[config.mk]
export PLATFORM = sky130hd
export DESIGN_NAME = clock_period_meter
export DESIGN_NICKNAME = d
export VERILOG_FILES = /design/src/rtl/clock_period_meter.sv
export SDC_FILE = /design/constraint.sdc
export NUM_CORES = 1
export LEC_CHECK = 0
export CORE_MARGIN = 5
export CORE_UTILIZATION = 35
export CTS_CLUSTER_DIAMETER = 40
export DETAILED_ROUTE_END_ITERATION = 10
export PLACE_DENSITY = 0.63
export SLEW_MARGIN = 5
export SYNTH_ARGS = -nofsm -noshare
export SYNTH_HDL_FRONTEND = slang
export SYNTH_SLANG_ARGS = --single-unit
export TNS_END_PERCENT = 20
[constraint.sdc]
create_clock -name clk -period 6.1 [get_ports clk]
set_input_delay 0.61 -clock clk [delete_from_list [all_inputs] [get_ports clk]]
set_output_delay 0.61 -clock clk [all_outputs]
set_load 0.02 [all_outputs]
[src/rtl/clock_period_meter.sv]
// Measures the high, low and full period of a slow sampled clock in system-clock cycles.
// It also flags a stable period (locked) and a stalled input clock (timeout).
module clock_period_meter #(
    parameter int W           = 16,
    parameter int SYNC_STAGES = 2,
    parameter int LOCK_COUNT  = 4
) (
    input  logic         clk,
    input  logic         rst,
    input  logic         in_clk,
    output logic [W-1:0] high_cycles,
    output logic [W-1:0] low_cycles,
    output logic [W:0]   period,
    output logic         meas_valid,
    output logic         locked,
    output logic         timeout
);

    localparam logic [W-1:0] CNT_MAX  = '1;
    localparam int           LW       = $clog2(LOCK_COUNT + 1);
    localparam logic [LW-1:0] LOCK_MAX = LW'(LOCK_COUNT);

    typedef enum logic [1:0] {
        WAIT_FIRST = 2'd0,
        MEAS_HIGH  = 2'd1,
        MEAS_LOW   = 2'd2
    } state_t;

    logic [SYNC_STAGES-1:0] r_sync;
    logic                   r_s_d;
    logic                   w_s;
    logic                   w_rise;
    logic                   w_fall;

    state_t                 r_state;
    state_t                 w_state_next;
    logic [W-1:0]           r_hcnt;
    logic [W-1:0]           r_lcnt;
    logic [W-1:0]           w_hcnt_next;
    logic [W-1:0]           w_lcnt_next;
    logic                   w_publish;
    logic                   w_expire;

    logic [W:0]             w_period_new;
    logic [LW-1:0]          r_lock_cnt;
    logic [LW-1:0]          w_lock_cnt_next;

    logic [W-1:0]           r_high;
    logic [W-1:0]           r_low;
    logic [W:0]             r_period;
    logic                   r_meas_valid;
    logic                   r_locked;
    logic                   r_timeout;

    always_ff @(posedge clk or negedge rst) begin
        if (!rst) begin
            r_sync <= '0;
            r_s_d  <= 1'b0;
        end else begin
            r_sync <= {r_sync[SYNC_STAGES-2:0], in_clk};
            r_s_d  <= w_s;
        end
    end

    assign w_s    = r_sync[SYNC_STAGES-1];
    assign w_rise = w_s & ~r_s_d;
    assign w_fall = ~w_s & r_s_d;

    always_ff @(posedge clk or negedge rst) begin
        if (!rst) begin
            r_state <= WAIT_FIRST;
            r_hcnt  <= '0;
            r_lcnt  <= '0;
        end else begin
            r_state <= w_state_next;
            r_hcnt  <= w_hcnt_next;
            r_lcnt  <= w_lcnt_next;
        end
    end

    // A saturated phase counter means the input stalled; drop back and wait for a clean rise.
    always_comb begin
        w_state_next = r_state;
        w_hcnt_next  = r_hcnt;
        w_lcnt_next  = r_lcnt;
        w_publish    = 1'b0;
        w_expire     = 1'b0;
        case (r_state)
            WAIT_FIRST: begin
                if (w_rise) begin
                    w_state_next = MEAS_HIGH;
                    w_hcnt_next  = W'(1);
                end
            end
            MEAS_HIGH: begin
                if (w_fall) begin
                    w_state_next = MEAS_LOW;
                    w_lcnt_next  = W'(1);
                end else if (r_hcnt == CNT_MAX) begin
                    w_state_next = WAIT_FIRST;
                    w_expire     = 1'b1;
                end else begin
                    w_hcnt_next = r_hcnt + W'(1);
                end
            end
            MEAS_LOW: begin
                if (w_rise) begin
                    w_state_next = MEAS_HIGH;
                    w_hcnt_next  = W'(1);
                    w_publish    = 1'b1;
                end else if (r_lcnt == CNT_MAX) begin
                    w_state_next = WAIT_FIRST;
                    w_expire     = 1'b1;
                end else begin
                    w_lcnt_next = r_lcnt + W'(1);
                end
            end
            default: begin
                w_state_next = WAIT_FIRST;
            end
        endcase
    end

    assign w_period_new = {1'b0, r_hcnt} + {1'b0, r_lcnt};

    // A zero lock count marks "no previous period to compare against".
    always_comb begin
        w_lock_cnt_next = LW'(1);
        if ((r_lock_cnt != '0) && (w_period_new == r_period)) begin
            w_lock_cnt_next = (r_lock_cnt == LOCK_MAX) ? LOCK_MAX : r_lock_cnt + LW'(1);
        end
    end

    always_ff @(posedge clk or negedge rst) begin
        if (!rst) begin
            r_high       <= '0;
            r_low        <= '0;
            r_period     <= '0;
            r_meas_valid <= 1'b0;
            r_locked     <= 1'b0;
            r_timeout    <= 1'b0;
            r_lock_cnt   <= '0;
        end else begin
            r_meas_valid <= w_publish;
            if (w_publish) begin
                r_high     <= r_hcnt;
                r_low      <= r_lcnt;
                r_period   <= w_period_new;
                r_lock_cnt <= w_lock_cnt_next;
                r_locked   <= (w_lock_cnt_next == LOCK_MAX);
                r_timeout  <= 1'b0;
            end else if (w_expire) begin
                r_timeout  <= 1'b1;
                r_locked   <= 1'b0;
                r_lock_cnt <= '0;
            end
        end
    end

    assign high_cycles = r_high;
    assign low_cycles  = r_low;
    assign period      = r_period;
    assign meas_valid  = r_meas_valid;
    assign locked      = r_locked;
    assign timeout     = r_timeout;

endmodule

; ---- Word-level counts from Yosys, hierarchy flattened
; Index checks and enable logic that the tools add are counted.
[word_totals]
reg_bits = 92
out_inout_bits = 52
elab_cells = 75
in_bits = 3
[classes]
reduce_logical = 10
muxes = 29
n_eq_ne = 16
add_sub_neg = 4
bitwise_logic = 4
[op_table]
columns = cell, n
row1 = $mux 16, 6
row2 = $pmux 16 s2, 2
row3 = $add 16x1->16 const B, 2
row4 = $eq 16x16->1 const B, 2
row5 = $add 16x16->17, 1
row6 = $eq 17x17->1, 1
row7 = $mux 3, 4
row8 = $ne 2x2->1 const B, 6
row9 = $mux 1, 10
row10 = $mux 2, 5
row11 = $reduce_and 4->1, 2
row12 = $eq 3x3->1 const B, 2
row13 = $ne 3x3->1 const B, 2
row14 = $pmux 2 s3, 1
row15 = $reduce_bool 2->1, 3
row16 = $add 3x1->3 const B, 1
row17 = $reduce_and 3->1, 1
row18 = $reduce_bool 3->1, 1
row19 = $and 1x1->1, 2
row20 = $eq 2x1->1 const B, 1
row21 = $eq 2x2->1 const B, 1
row22 = $logic_not 2->1, 1
row23 = $ne 2x1->1 const B, 1
row24 = $not 1->1, 2
row25 = 3 further kinds, 3

; ---- Longest topological paths before layout
[logic_depth]
word_depth = 6
ltp_mapped = 12
depth_no_buf = 12

; ---- Worst setup path before layout
; Ideal clock, no wire load.
[synth_timing]
kind = register to register
startpoint = reg r_hcnt[0]
endpoint = reg r_lock_cnt[0]
n_path_buf = 0
setup_ps = 118
t_required_ps = 5982
synth_period_minus_slack_ps = 2913
t_arrival_ps = 2795
stages_incl_launch_ff = 13
path_slack_ps = 3187
cell_sequence = dfrtp_1 -> ha_1 -> inv_1 -> fa_1 -> xor2_1 -> o2111ai_1 -> a311oi_1 -> o2111ai_1 -> a2111oi_2 -> nand4_1 -> nor4_4 -> a31oi_1 -> a21o_1
[synth_via]
elab_chain_cells = 5
word_cells_on_any_way = 10
classes_between = 1 x add/sub / 2 x eq/ne / 5 x mux / 2 x reduce/logical
[synth_lines]
columns = element, line_no
row1 = "start, declared", 37  ; logic [W-1:0] r_hcnt;
row2 = "start signal, assigned", 76  ; r_hcnt <= w_hcnt_next;
row3 = $add 16x16->17 or $eq 16x16->1 (tied branches), "124, 99"
row4 = $eq 17x17->1 or $mux 1 (tied branches), "129, 99"
row5 = $logic_and 1x1->1 or $mux 1 (tied branches), "129, 96"
row6 = $mux 3 or $pmux 1 s2 (tied branches), "129, 88"
row7 = $mux 3 or $reduce_bool 2->1 (tied branches), --
row8 = "end signal, assigned", 149  ; r_lock_cnt <= w_lock_cnt_next;
row9 = "end, declared", 45  ; logic [LW-1:0] r_lock_cnt;
; Several ways; a longest one is shown, not always the timed one.
; A chain may end at the register's enable or synchronous reset.

; ---- Worst setup path in the final report
[layout_timing]
startpoint = reg r_state[0]
endpoint = reg r_lock_cnt[0]
[layout_via]
elab_chain_cells = 3
word_cells_on_any_way = 6
classes_between = 2 x eq/ne / 3 x mux / 1 x reduce/logical
[layout_lines]
columns = element, line_no
row1 = "start, declared", 35  ; state_t r_state;
row2 = "start signal, assigned", 75  ; r_state <= w_state_next;
row3 = $eq 2x2->1 or $eq 2x1->1 (tied branches), 88  ; case (r_state)
row4 = $pmux 1 s2 or $mux 1 (tied branches), 88
row5 = $reduce_bool 2->1 (no line) or $mux 3 (tied branches), --
; Several ways; a longest one is shown, not always the timed one.

==> impl_metrics.json <==
{
  "finalNonFillerCells": 825,
  "dpl.hpwl_mm": 9.90,
  "hold_viol": 0,
  "power_frac_seq": 0.402,
  "required_ns": 6.34,
  "postPlaceCellArea_um2": 5910,
  "ys_seq_area_frac": 0.442,
  "cp_max_fo": 67,
  "ant_nets": 0,
  "grt_overflow": 0,
  "switching_share": 0.340,
  "tns_ns": 0,
  "synth_area_leader_cell": "dfrtp_1",
  "pwr-share-clk": 0.336,
  "yosysMostFrequentCell": "nand2_1",
  "power.switching_uw": 604,
  "slew_headroom": 0.365,
  "fmax_ghz": 0.267,
  "num_io_pins": 55,
  "initial_utilization": 0.358,
  "synthTopCellsByCount": "nand2_1 (148), dfrtp_1 (92), nor2_1 (60)",
  "rsz0062_at_grt": "false",
  "clockBufferDepth": 2,
  "layout.nets": 664,
  "syn2layout_area_growth_pct": 19.5,
  "internal_power_uw": 1170,
  "gr-usage-all-layers": 0.161,
  "yosysWarnings": 0,
  "path_class": "reg -> reg",
  "syn_avg_cell_area_um2": 8.84,
  "ctsResizeCount": 0,
  "period_share": 0.613,
  "multiInputGateArea_um2": 2770,
  "cts_setup_buffers": 0,
  "die_x_um": 132,
  "min_period_ns": 3.74,
  "clk_latency_ns": 0.36,
  "yosysUniqueCellTypes": 54,
  "synth_seq_cells": 92,
  "detail_route.vias_per_cell": 5.15,
  "vias": 4250,
  "num-fill-cells": 1425,
  "hold_buffers": 0,
  "grt_antenna_before_repair": 0,
  "dieArea_um2": 17400,
  "ir_drop_mv": 0.127,
  "gp_routability_congestion": 0.856,
  "reg2reg_depth": 12,
  "critPathCaptureType": "flip-flop",
  "worstPathArrival_ns": 3.98,
  "hold_class": "in -> async",
  "outcome": "finished clean",
  "dr.first_iter.drc_count": 244,
  "diodes": 0,
  "synthArstFlopShare": 1.00,
  "finalWirelength_mm": 13.5,
  "dominantRegCellSynth": "dfrtp_1",
  "power.density_nw_per_um2": 286,
  "seqCellArea_um2": 2300,
  "cts-buffers-inserted": 9,
  "cp-start-kind": "flip-flop",
  "h-tree-depth": 3,
  "synth_edf_count": 0,
  "numPortBuffers": 54,
  "clock_skew_ns": 0.00768,
  "dr.pass1.iters": 4,
  "syn-cell-area_um2": 5200,
  "power_leakage_uw": 0.00284,
  "cts_tree": "done",
  "num_rows": 44,
  "post-route-drc-count": 0,
  "synthDominantCellAreaShare": 0.442,
  "placedCellCount": 809,
  "max-cap-violations": 0,
  "drt-wirelength-per-cell_um": 16.4,
  "maxSlewViolCount": 0,
  "die_y_um": 132,
  "drive_gt1_frac": 0.0452,
  "clock-sinks": 92,
  "path_clk_slew_ns": 0.07,
  "cts_root_buf": "clkbuf_16",
  "synth_nets": 617,
  "synth_cells": 589,
  "grt_pass1_vias": 4329,
  "netlist_top_cells_area": "dfrtp_1 (44%), nand2_1 (11%), ha_1 (5.8%), nor2_1 (4.3%), xor2_1 (4.2%)",
  "grt_pass1_wl_mm": 22.8,
  "grt_max_degree": 69,
  "fin_area_um2": 6220,
  "worstMarginPinSlew_ns": 0.950,
  "coreArea_um2": 14500,
  "p_comb_frac": 0.262,
  "setup_viol": 0
}
==> cell type report <==
cell class / count / area share
Clock inverter: 5 / 0.00926
Inverter: 14 / 0.00845
Clock buffer: 11 / 0.0406
Multi-Input combinational cell: 463 / 0.445
Timing Repair Buffer: 56 / 0.0889
Sequential cell: 92 / 0.370
Tap cell: 184 / 0.0370
==> cells in the final DEF (no fill, tap or decap), types with 3 or more instances in the layout <==
| master | instances |
|---|---|
| a211oi_1 | 5 |
| a21o_1 | 6 |
| a21oi_1 | 26 |
| a31oi_1 | 4 |
| and3_1 | 5 |
| buf_4 | 3 |
| clkbuf_16 | 9 |
| clkdlybuf4s50_1 | 53 |
| dfrtp_1 | 92 |
| ha_1 | 24 |
| inv_1 | 13 |
| nand2_1 | 148 |
| nand2b_1 | 6 |
| nand3_1 | 20 |
| nand4_1 | 9 |
| nor2_1 | 60 |
| nor2b_1 | 4 |
| nor3_1 | 7 |
| o2111ai_1 | 3 |
| o21a_1 | 6 |
| o21ai_0 | 29 |
| o21ai_1 | 5 |
| o31ai_1 | 3 |
| or3_1 | 6 |
| xnor2_1 | 22 |
| xnor3_1 | 4 |
| xor2_1 | 25 |
==> routing by layer <==
| metal | wire (um) | GRT usage | vias to the layer above |
|---|---|---|---|
| met2 | 6190 | 0.247 | 84 |
| met1 | 6440 | 0.224 | 2040 |
| met5 | 0 | 0 | - |
| met3 | 570 | 0.0313 | 19 |
| met4 | 310 | 0.0617 | 0 |
| li1 | - | - | 2107 |
==> power groups by stage <==
stage,registers [uW],logic [uW],clock network [uW]
finish,715,465,596
global route,722,517,635
CTS,715,472,611
detailed placement,726,467,0
global placement,721,460,0
floorplan,736,301,0
==> registers in the layout, summed over array words and instances (netlist names) <==
| signal | count |
|---|---|
| r_sync | 2 |
| low_cycles | 16 |
| locked | 1 |
| r_lcnt | 16 |
| r_lock_cnt | 3 |
| timeout | 1 |
| period | 17 |
| high_cycles | 16 |
| r_state | 2 |
| r_hcnt | 16 |
| r_s_d | 1 |
| meas_valid | 1 |
==> worst paths after layout <==
kind / slack [ns] / end / start
min in group clk: 0.35 / r_sync[1] / r_sync[0]
worst min-delay path: 0.15 / low_cycles[7] / rst
worst max register to register: 2.36 / r_lock_cnt[0] / r_state[0]
worst min register to register: 0.35 / r_sync[1] / r_sync[0]
max in group asynchronous: 4.77 / high_cycles[12] / rst
worst max-delay path: 2.36 / r_lock_cnt[0] / r_state[0]
==> metrics by stage <==
| step | total power [uW] | worst slack [ns] | utilization | hold slack, ns |
|---|---|---|---|---|
| detailed placement | 1190 | 2.33 | 0.407 | 0.337 |
| finish | 1780 | 2.36 | 0.428 | 0.151 |
| global route | 1870 | 2.01 | 0.428 | 0.179 |
| floorplan | 1040 | 3.19 | - | 0.314 |
| CTS | 1800 | 2.32 | 0.428 | 0.164 |
| global placement | 1180 | 2.49 | 0.407 | 0.344 |
==> worst max-delay path: stages, from the launching register on <==
cell	delay, ns
dfrtp_1	0.43
inv_1	0.14
ha_1	0.42
nand3b_4	0.57
clkinv_1	0.19
o2111ai_1	0.14
a311oi_1	0.30
o2111ai_1	0.17
a2111oi_2	0.32
nand4_1	0.19
nor4_4	0.40
a31oi_1	0.14
a21o_1	0.17
==> cells by family after synthesis <==
family                     Yosys count  synth area share
DFF                                 92             0.442
buffers and inverters               34            0.0255
xor gates and xnor gates            52            0.0995
and+or+nand+nor                    277             0.234
AOI/OAI and AO/OA                  106             0.131
muxes                                3           0.00601
adders and majority gates           25            0.0615
Note: power is estimated with default switching activity, not from simulation.
